--- src/rtl/simple_fifo.sv ---
// Single-clock show-ahead FIFO with full/empty status.
// Define SIMPLE_FIFO_ERR_EN for sticky overflow/underflow flags.
module simple_fifo #(
  parameter int DATA_W = 16,
  parameter int DEPTH  = 8
) (
  input  logic              clk,
  input  logic              reset,
  input  logic              push,
  input  logic              pop,
  input  logic [DATA_W-1:0] data_in,
  output logic [DATA_W-1:0] data_out,
  output logic              full,
`ifdef SIMPLE_FIFO_ERR_EN
  output logic              empty,
  output logic              overflow,
  output logic              underflow
`else
  output logic              empty
`endif
);

  localparam int ADDR_W = $clog2(DEPTH);
  localparam logic [ADDR_W:0] FULL_CNT = DEPTH[ADDR_W:0];

  logic [DATA_W-1:0] data [DEPTH];
  logic [ADDR_W-1:0] wr_ptr;
  logic [ADDR_W-1:0] rd_ptr;
  logic [ADDR_W:0]   count;
  logic              push_ok;
  logic              pop_ok;

  assign full     = (count == FULL_CNT);
  assign empty    = (count == '0);
  assign pop_ok   = pop && !empty;
  // a pop in the same cycle frees the slot a full push needs
  assign push_ok  = push && (!full || pop_ok);
  assign data_out = data[rd_ptr];

  always_ff @(posedge clk) begin
    if (reset) begin
      wr_ptr <= '0;
      rd_ptr <= '0;
      count  <= '0;
    end else begin
      if (push_ok) wr_ptr <= wr_ptr + 1'b1;
      if (pop_ok)  rd_ptr <= rd_ptr + 1'b1;
      unique case ({push_ok, pop_ok})
        2'b10:   count <= count + 1'b1;
        2'b01:   count <= count - 1'b1;
        default: count <= count;
      endcase
    end
  end

  always_ff @(posedge clk) begin
    if (!reset && push_ok) data[wr_ptr] <= data_in;
  end

`ifdef SIMPLE_FIFO_ERR_EN
  always_ff @(posedge clk) begin
    if (reset) begin
      overflow  <= 1'b0;
      underflow <= 1'b0;
    end else begin
      if (push && full && !pop_ok) overflow <= 1'b1;
      if (pop && empty)            underflow <= 1'b1;
    end
  end
`endif

endmodule

--- config.mk ---
export PLATFORM = sky130hd
export DESIGN_NAME = simple_fifo
export DESIGN_NICKNAME = d
export VERILOG_FILES = /design/src/rtl/simple_fifo.sv
export SDC_FILE = /design/constraint.sdc
export NUM_CORES = 1
export LEC_CHECK = 0
export ABC_CLOCK_PERIOD_IN_PS = 3600
export CAP_MARGIN = 20
export CORE_UTILIZATION = 35
export CTS_BUF_LIST = sky130_fd_sc_hd__clkbuf_4 sky130_fd_sc_hd__clkbuf_8 sky130_fd_sc_hd__clkbuf_16
export CTS_CLUSTER_SIZE = 28
export DETAILED_ROUTE_END_ITERATION = 6
export PLACE_DENSITY = 0.59
export SYNTH_ARGS = -nofsm -noshare
export SYNTH_HDL_FRONTEND = slang
export SYNTH_SLANG_ARGS = --single-unit
--- constraint.sdc ---
create_clock -name clk -period 3.6 [get_ports clk]
set_input_delay 0.72 -clock clk [delete_from_list [all_inputs] [get_ports clk]]
set_output_delay 0.72 -clock clk [all_outputs]
set_load 0.01 [all_outputs]
==> impl_metrics.tcl <==
set metrics [dict create \
    final.setup.tns_ns 0 \
    routed_via_density 4.88 \
    area.growth.synth_to_final_pct 22.0 \
    yosys_most_used_dff "edfxtp_1" \
    cp_num_cells 4 \
    async_flop_share 0 \
    slowest_stage "mux4_1" \
    syn_area_per_cell_um2 21.1 \
    io_buffers 37 \
    slew_violations 0 \
    clockBufferDepth 2 \
    relSlewSlack 0.648 \
    drc 0 \
    clk_latency_ns 0.41 \
    powerDensity_mw_per_mm2 676 \
    hold_depth 2 \
    drive_above_1_share 0.219 \
    layout_commonest_cell "edfxtp_1" \
    fin_nets 351 \
    critPathBufInv 2 \
    gp_congestion 0.739 \
    ys.warnings.count 0 \
    period_minus_slack_ns 3.17 \
    crit_arrival_ns 2.45 \
    syn_nets 295 \
    via_count 2706 \
    cts_hold_buf 0 \
    syn_area_mm2 0.00570 \
    ant_nets 0 \
    grt_pass1_wl_um 15600 \
    ys_seq_area_frac 0.720 \
    max_stage_delay_ns 0.59 \
    reg2regPathDepth 9 \
    dp_slack_ns 0.625 \
    seq_area_mm2 0.00411 \
    holdCritPathClass "reg -> reg" \
    syn_inst 270 \
    status "completed" \
    grt_use_total 0.133 \
    post-cts-setup-buffers 0 \
    rows 46 \
    clock-sinks 141 \
    synth_cell_types 40 \
    final_cell_mix "edfxtp_1 (128), clkdlybuf4s50_1 (37), mux4_1 (27)" \
    tightest_slew_ns 0.526 \
    die_w_um 130 \
    ys_ff_latch 141 \
    numCtsBuffers 17 \
    dieArea_mm2 0.0168 \
    leakage_nw 2.29 \
    antenna_found_initial 0 \
    maxCapViolations 0 \
    grt_max_degree 33 \
    die_y_um 130 \
    peakVddDrop_uv 407 \
    num-fill-cells 1388 \
    setup_slack_ns 0.427 \
    initial_core_util 0.359 \
    worst_clock_skew_ns 0.00660 \
    crit_chain "buf_12 -> mux4_1 -> mux2_2 -> clkdlybuf4s50_1" \
    wire_per_inst_um 18.1 \
    setup_viol 0 \
    htreeDepth 4 \
    period_share 0.881 \
    dr.first_iter.drc_count 123 \
    worstSetupEndpointType "output port" \
    cp_max_fo 29 \
    hold_viol 0 \
    critical-path-top-delay-family "multiplexers" \
    cts_tree "built" \
    multi_input_area_mm2 0.00150 \
    drt_pre_antenna_iters 4 \
    worstSetupPathType "reg -> out" \
    worstSetupStartpointType "flip-flop" \
    root_buffer "clkbuf_16" \
    fp.coreArea_mm2 0.0159 \
    num_antenna_cells 0 \
    worstPathRequired_ns 2.88 \
    max_clock_freq_ghz 0.315 \
    grt_pass1_vias 2808 \
    finalWirelength_um 10000 \
    grt-ovfl-total 0 \
    clkSlewWorstSetupHoldPaths_ns 0.06 \
    synth_edf_count 128 \
    ios 38 \
    rsz0062_at_grt "false" \
    dpl.hpwl_um 5700 \
    ctsResizeCount 0 \
]
[per-stage QoR]
step	std cells	total power, mW	hold slack (ns)	util	instance area [um2]
6_report	554	4.70	0.530	0.438	6950
5_1_grt	554	4.91	0.569	0.438	6950
4_1_cts	554	4.76	0.538	0.438	6950
3_5_place_dp	523	3.03	0.518	0.401	6360
3_3_place_gp	523	3.01	0.518	0.401	6360
2_1_floorplan	270	2.74	0.485	-	5700
[per-layer routing]
layer / wire (um) / track usage / vias up
met3: 371 / 0.0454 / 13
met4: 159 / 0.0547 / 0
met1: 4650 / 0.168 / 1405
met2: 4870 / 0.209 / 46
li1: - / - / 1242
met5: 0 / 0 / -
[layout make-up]
| cell class | instances | share of cell area |
|---|---|---|
| inverter | 3 | 0.00162 |
| clock inverter | 11 | 0.0207 |
| sequential | 141 | 0.590 |
| tap | 216 | 0.0389 |
| timing repair buffer | 50 | 0.0691 |
| multi-input combinational | 113 | 0.215 |
| clock buffer | 20 | 0.0644 |
[cells by family after synthesis]
| group | after synthesis | share of synthesized area |
|---|---|---|
| simple gates | 36 | 0.0314 |
| xor+xnor | 7 | 0.0108 |
| buf+inv | 16 | 0.0222 |
| mux | 51 | 0.181 |
| fa+ha+maj | 5 | 0.0123 |
| compound gates | 14 | 0.0220 |
| flops | 141 | 0.720 |
[sequential cells by signal, indices dropped and copies added (netlist names), named ones only]
signal and flops:
count 4, data 128, rd_ptr 3, wr_ptr 3
[Yosys cell counts (2+ instances only)]
| cell | n | area share |
|---|---|---|
| o211ai_1 | 3 | 0.0040 |
| dfxtp_1 | 13 | 0.046 |
| and2_1 | 2 | 0.0022 |
| buf_6 | 2 | 0.0040 |
| buf_12 | 3 | 0.011 |
| buf_1 | 3 | 0.0020 |
| ha_1 | 4 | 0.0088 |
| nor3_1 | 4 | 0.0035 |
| nand2_1 | 2 | 0.0013 |
| inv_1 | 3 | 0.0020 |
| nand2b_1 | 2 | 0.0022 |
| clkbuf_1 | 3 | 0.0020 |
| a21oi_1 | 2 | 0.0018 |
| xnor2_1 | 3 | 0.0046 |
| mux4_1 | 27 | 0.12 |
| mux2_2 | 16 | 0.032 |
| xor2_1 | 4 | 0.0061 |
| nand3b_1 | 2 | 0.0026 |
| mux4_2 | 5 | 0.020 |
| nand3_1 | 2 | 0.0018 |
| nor2_1 | 17 | 0.011 |
| mux2i_1 | 3 | 0.0053 |
| edfxtp_1 | 128 | 0.67 |
[final timing paths]
| path | slack [ns] | endpoint | start |
|---|---|---|---|
| worst max-delay path | 0.43 | data_out[3] | flip-flop |
| worst min-delay path | 0.53 | rd_ptr[2] | rd_ptr[2] |
| worst max register to register | 1.07 | count[3] | count[1] |
| worst min register to register | 0.53 | rd_ptr[2] | rd_ptr[2] |
[report_power, final]
part	switching (mW)	internal [mW]
sequential	0.0672	1.86
clock	0.619	1.11
combinational	0.455	0.590
[worst register-to-register path, cell delays in order, from the launching register on]
cell and delay, ns:
dfxtp_1 0.36, or3_1 0.53, o21ai_2 0.24, or2_2 0.17
inv_1 0.06, ha_1 0.32, a21oi_1 0.24, nor4bb_1 0.32
o21bai_1 0.10, a31oi_1 0.12
Power figures use the tool's default switching activity.
